[src/rtl/sequenciador_jogada.sv]
// Moore FSM sequencing the four coordinate-register loads of one move, with cancel and
// per-coordinate wait timeout; all outputs are registered decodes of the next state.
module sequenciador_jogada #(
  parameter int TIMEOUT_CICLOS = 5000,
  parameter int CW             = 13
) (
  input  logic       clock,
  input  logic       clear,
  input  logic       iniciar,
  input  logic       botao,
  input  logic       cancelar,
  output logic       zera_regs,
  output logic       en_col_orig,
  output logic       en_lin_orig,
  output logic       en_col_dest,
  output logic       en_lin_dest,
  output logic       pronto,
  output logic       timeout,
  output logic [3:0] db_estado
);

  typedef enum logic [3:0] {
    INICIAL = 4'd0,
    PREPARA = 4'd1,
    ESP_CO  = 4'd2,
    REG_CO  = 4'd3,
    ESP_LO  = 4'd4,
    REG_LO  = 4'd5,
    ESP_CD  = 4'd6,
    REG_CD  = 4'd7,
    ESP_LD  = 4'd8,
    REG_LD  = 4'd9,
    FIM     = 4'd10,
    TOUT    = 4'd14
  } estado_t;

  localparam bit            TIMEOUT_EN = (TIMEOUT_CICLOS != 0);
  localparam logic [CW-1:0] LIMITE     = CW'(TIMEOUT_CICLOS - 1);
  localparam logic [CW-1:0] CNT_MAX    = '1;

  estado_t       state_q, state_d;
  logic [CW-1:0] cnt_q, cnt_d;
  logic          esp;

  always_comb begin
    state_d = state_q;
    esp     = 1'b0;
    case (state_q)
      INICIAL: if (iniciar) state_d = PREPARA;
      PREPARA: state_d = ESP_CO;
      ESP_CO, ESP_LO, ESP_CD, ESP_LD: begin
        esp = 1'b1;
        // Each REG state's code is its ESP state's code plus one.
        if (cancelar)                              state_d = PREPARA;
        else if (botao)                            state_d = estado_t'(state_q + 4'd1);
        else if (TIMEOUT_EN && (cnt_q == LIMITE))  state_d = TOUT;
      end
      REG_CO:  state_d = ESP_LO;
      REG_LO:  state_d = ESP_CD;
      REG_CD:  state_d = ESP_LD;
      REG_LD:  state_d = FIM;
      FIM, TOUT: if (iniciar) state_d = PREPARA;
      default: state_d = INICIAL;
    endcase
  end

  // Counter only advances while remaining in the same wait state; saturates instead of wrapping.
  always_comb begin
    cnt_d = '0;
    if (TIMEOUT_EN && esp && (state_d == state_q))
      cnt_d = (cnt_q == CNT_MAX) ? cnt_q : cnt_q + 1'b1;
  end

  always_ff @(posedge clock) begin
    if (clear) begin
      state_q     <= INICIAL;
      cnt_q       <= '0;
      zera_regs   <= 1'b0;
      en_col_orig <= 1'b0;
      en_lin_orig <= 1'b0;
      en_col_dest <= 1'b0;
      en_lin_dest <= 1'b0;
      pronto      <= 1'b0;
      timeout     <= 1'b0;
      db_estado   <= 4'd0;
    end else begin
      state_q     <= state_d;
      cnt_q       <= cnt_d;
      zera_regs   <= (state_d == PREPARA);
      en_col_orig <= (state_d == REG_CO);
      en_lin_orig <= (state_d == REG_LO);
      en_col_dest <= (state_d == REG_CD);
      en_lin_dest <= (state_d == REG_LD);
      pronto      <= (state_d == FIM);
      timeout     <= (state_d == TOUT);
      db_estado   <= state_d;
    end
  end

endmodule
[config.mk]
export PLATFORM = sky130hd
export DESIGN_NAME = sequenciador_jogada
export DESIGN_NICKNAME = d
export VERILOG_FILES = /design/src/rtl/sequenciador_jogada.sv
export SDC_FILE = /design/constraint.sdc
export NUM_CORES = 1
export LEC_CHECK = 0
export ABC_AREA = 0
export CAP_MARGIN = 5
export CORE_ASPECT_RATIO = 0.7
export CORE_UTILIZATION = 35
export DETAILED_ROUTE_END_ITERATION = 8
export HOLD_SLACK_MARGIN = 0.1
export PLACE_DENSITY = 0.54
export REMOVE_ABC_BUFFERS = 1
export SETUP_SLACK_MARGIN = 0.2
export SYNTH_ARGS = -nofsm -noshare
export SYNTH_HDL_FRONTEND = slang
export SYNTH_SLANG_ARGS = --single-unit
[constraint.sdc]
create_clock -name clock -period 3.1 [get_ports clock]
set_input_delay 0.465 -clock clock [delete_from_list [all_inputs] [get_ports clock]]
set_output_delay 0.465 -clock clock [all_outputs]
set_load 0.01 [all_outputs]
After elaboration in Yosys (flattened, before gate mapping) --
Cells that the tools add are included.
Storage, ports and cells: flip-flop bits (word level) 24, logic and storage cells 44
Operators by class: eq/ne operators 21, multiplexer cells 6, add/subtract/negate cells 2, bitwise operators 1, reduce and logical (&&, ||, !) cells 5
Operator list (count):
- 4-bit == test (second input constant) | 7
- 4-bit one-hot mux with 7 select lines | 1
- 13-bit == test (second input constant) | 2
- 4-bit by 3-bit == test with 1-bit output (second input constant) | 6
- 4-bit two-way mux | 4
- 13-bit by 1-bit adder with 13-bit output (second input constant) | 1
- 4-bit by 2-bit == test with 1-bit output (second input constant) | 3
- 4-bit by 1-bit == test with 1-bit output (second input constant) | 2
- 4-bit by 1-bit adder with 4-bit output (second input constant) | 1
- 4-bit == test | 1
- 4-bit logical NOT | 1
- 4-bit OR reduction | 1
- 3-bit OR reduction | 1
- 2-bit OR reduction | 1
- 1-bit logical AND | 1
- 1-bit two-way mux | 1
- 1-bit inverter | 1

Depth between registers and ports, before layout --
depth after elaboration 9, gate-level depth with buffers 8

Worst setup path after synthesis --
No wires, ideal clock.
path kind register to register, start point register state_q[1], end point register cnt_q[5], clock period less this slack 2.352 ns, setup slack 0.748 ns, stages on the path, launching flop included 9, buffers on the path 1, arrival 2.264 ns, path through dfxtp_1 inv_1 ha_1 and2b_2 a2111oi_4 nor4_1 a311o_1 buf_6 nor4_4
On the way: cells in the longest elaborated chain, start to end 8
RTL lines:
- from (decl) | RTL line 41 | estado_t state_q, state_d;
- from (signal assigned) | RTL line 87 | state_q <= state_d;
- 4-bit by 1-bit adder with 4-bit output or 4-bit two-way mux (tied branches) | RTL line 55, 56
- 4-bit two-way mux | RTL line 55 | else if (botao) state_d = estado_t'(state_q + 4'd1);
- 4-bit two-way mux | RTL line 54 | if (cancelar) state_d = PREPARA;
- 4-bit one-hot mux with 7 select lines | RTL line 48 | case (state_q)
- 4-bit == test | RTL line 70 | if (TIMEOUT_EN && esp && (state_d == state_q))
- 1-bit logical AND (*) | RTL line 70
- 1-bit inverter (no source line) (*)
- 2-bit OR reduction (no source line) (*)
- to (signal assigned) | RTL line 88 | cnt_q <= cnt_d;
- to (decl) | RTL line 42 | logic [CW-1:0] cnt_q, cnt_d;
Every way passes the cells marked *; elsewhere a longest branch is shown, timed or not. A chain may end at the register's enable or synchronous reset.

Worst setup path after layout --
start point register state_q[0], end point register cnt_q[2]
The elaborated chain is that of the path after synthesis.

==> metrics.txt <==
Pwr Density=slightly below 700 nW/um^2; path length in cells of the critical path=7; largest net degree at the start of global routing=15; H-tree level count=1; Synth area leader=dfxtp_1; Synth Instances=170; DIE AREA=4740 sq um; Synth Cell Area=1560 sq um; post_cts resized=0; Vias/cell=5.83; Port Buf Inserts=15; DR pass1 iterations=4; clock skew=0.00244 ns; Slowest cell on crit path=dfxtp_1; syn_area_per_cell=roughly 9.2 sq um; placed cell count=~230; die height=between 50 and 60 um; Hold/Removal Path Class=register to register; worst skew pair latency=approximately 0.27 ns; final-report hold violation count=0; minimum clock period=approximately 2.6 ns; Yosys cell types=56; Final Cycle Share=85.3%; maximum VDD drop=0.000296 V; final core utilization=a little over two fifths; root buffer cell=clkbuf_8; CP required=3.27 ns; Post-DP HPWL=~2700 um; non-filler cells, final=235; IO Pins=16; Lkg Pwr=slightly below 0.6 nW; clock buffer depth=2; pre-CTS setup slack=between 0.3 and 0.4 ns; Power Total=1.21 mW; Worst EP arrival=around 2.8 ns; critical path's largest stage delay=approximately 0.50 ns; top_reg_cell synth=dfxtp_1; vias post-DR=1371; Post-CTS Setup Repair Bufs=0; RSZ-0062 raised after global routing=no; worst slew pin tran=~0.80 ns; Yosys reg bits=24; CP startpoint kind=register; share of layout cells above drive strength 1=between 10 and 15%; Final GP Congestion=0.922; Yosys warning count=0; Synth area leaders=dfxtp_1 (31%), ha_1 (4.0%), nor4_1 (3.6%), clkbuf_8 (3.5%), nor3_1 (2.9%); setup slack after layout=between 0.4 and 0.5 ns; number of routed nets with antenna violations=0; setup tns final=0 ns; Die W=81.9 um; Std-Cell Rows=19; Max Freq=0.378 GHz; Top Family by Delay on Critical Path=compound AO/OA/AOI/OAI gates; GRT Overall Usage=between 15 and 20%; commonest non-fill, non-tap cell in the layout=dfxtp_1; CTS Buf Count=3; number of global-route vias before repair=around 1.1k; kind of critical path=register to register; # nets final=~190; post-synthesis sequential area ratio=roughly 30%; worst hold path depth=2; Initial Utilization=a little under two fifths; status=complete, no violations; Hold WS=0.537 ns; initial drt markers=92; placed cell area=around 1700 sq um; Max-Slew Margin vs Limit=between 40% and 50%; wire length per cell=about 15 um; most frequent cells in the layout=dfxtp_1 (24), clkdlybuf4s50_1 (15), nor2_1 (10); aggregate global routing overflow=0; Residual DRC=0; clock slew seen by the registers of the worst setup and hold paths=0.08 ns; initial antenna violation count=0; max-slew violations=0; CP max FO=13; Final Cell Area=about 1800 sq um; WP buf/inv=1; first-pass GRT wire length=5690 um; Crit. End Element=register; Core ar.=roughly 4100 sq um; FFs w/ async S/R, synth=0%; CTS tree=yes; FF-to-FF path depth=7; ant diodes=0; hold_buf cts=0; final wirelength=3600 um; EDFF count, synth=0; CP cell instances=inv_1 > ha_1 > a211oi_2 > a211oi_1 > nand4_1 > nand4_4 > a2111oi_2; Max-cap violations=0; Num Clock Sinks=24; synth-to-layout area growth=14.2%; final setup vio count=0; Synth top area share=between 30% and 40%
sequential cells by signal (all words and copies together) (netlist names):
signal and cells:
cnt_q 13, state_q 4, en_col_dest 1, en_col_orig 1
en_lin_dest 1, en_lin_orig 1, pronto 1, timeout 1
zera_regs 1
synth_stat cells, types with 2 or more instances:
cell type and number:
a2111oi_2 2, buf_2 2, a211oi_1 3, nand3_1 6, nor4_1 9, nand2b_1 3
xor2_1 2, a2bb2oi_1 2, ha_1 5, nor2_1 10, nand2_1 9, dfxtp_1 24
a211oi_2 2, buf_6 2, o21ai_0 3, inv_1 9, clkbuf_8 4, and3_1 2
and2_2 2, nand4_1 6, mux2i_1 2, a31oi_1 3, xnor2_1 4, nor3_1 9
nor2b_1 3, nor4bb_1 2, nor4b_1 3, a21oi_1 7, o21a_1 3
tightest hold or removal path, stage by stage (launching register included):
cell	delay, ns
dfxtp_1	0.34
inv_1	0.09
a211oi_2	0.06
kinds of logic (layout without fill, tap and decap cells):
| group | Yosys count | count (layout) | share of synthesized area (%) |
|---|---|---|---|
| mux | 2 | 2 | 1.28 |
| xor+xnor | 6 | 6 | 3.36 |
| buf+inv | 18 | 31 | 8.41 |
| fa+ha+maj | 5 | 5 | 4.00 |
| simple gates | 76 | 76 | 30.5 |
| compound gates | 39 | 39 | 21.7 |
| flops | 24 | 24 | 30.7 |
per-layer routing:
layer | track usage, % | vias up | part of all wire (%)
met5 | 0 | - | 0
met4 | 1.25 | 0 | 0
met3 | 5.51 | 0 | 5.6
met2 | 22.2 | 34 | 42
met1 | 23.8 | 657 | 53
li1 | - | 680 | -
where the power goes:
part / switching, mW / total (mW) / internal (mW)
clock network: 0.102 / 0.275 / 0.173
logic: 0.337 / 0.570 / 0.233
registers: 0.0323 / 0.366 / 0.334
final timing paths:
| kind | startpoint | to | slack [ns] |
|---|---|---|---|
| worst max-delay path | state_q[0]$_SDFF_PP0_ | cnt_q[2]$_SDFFE_PP0P_ | 0.46 |
| worst min-delay path | cnt_q[12]$_SDFFE_PP0P_ | cnt_q[12]$_SDFFE_PP0P_ | 0.54 |
| worst max register to register | state_q[0]$_SDFF_PP0_ | cnt_q[2]$_SDFFE_PP0P_ | 0.46 |
| worst min register to register | cnt_q[12]$_SDFFE_PP0P_ | cnt_q[12]$_SDFFE_PP0P_ | 0.54 |
final cells by class:
| cell class | instances | area, sq um |
|---|---|---|
| Timing Repair Buffer | 18 | 173 |
| Tap cell | 52 | 65.1 |
| Multi-Input combinational cell | 128 | 961 |
| Clock buffer | 3 | 41.3 |
| Clock inverter | 1 | 30.0 |
| Inverter | 9 | 33.8 |
| Sequential cell | 24 | 480 |
| Fill cell | 407 | 2300 |
(Power assumes the default switching activity.)
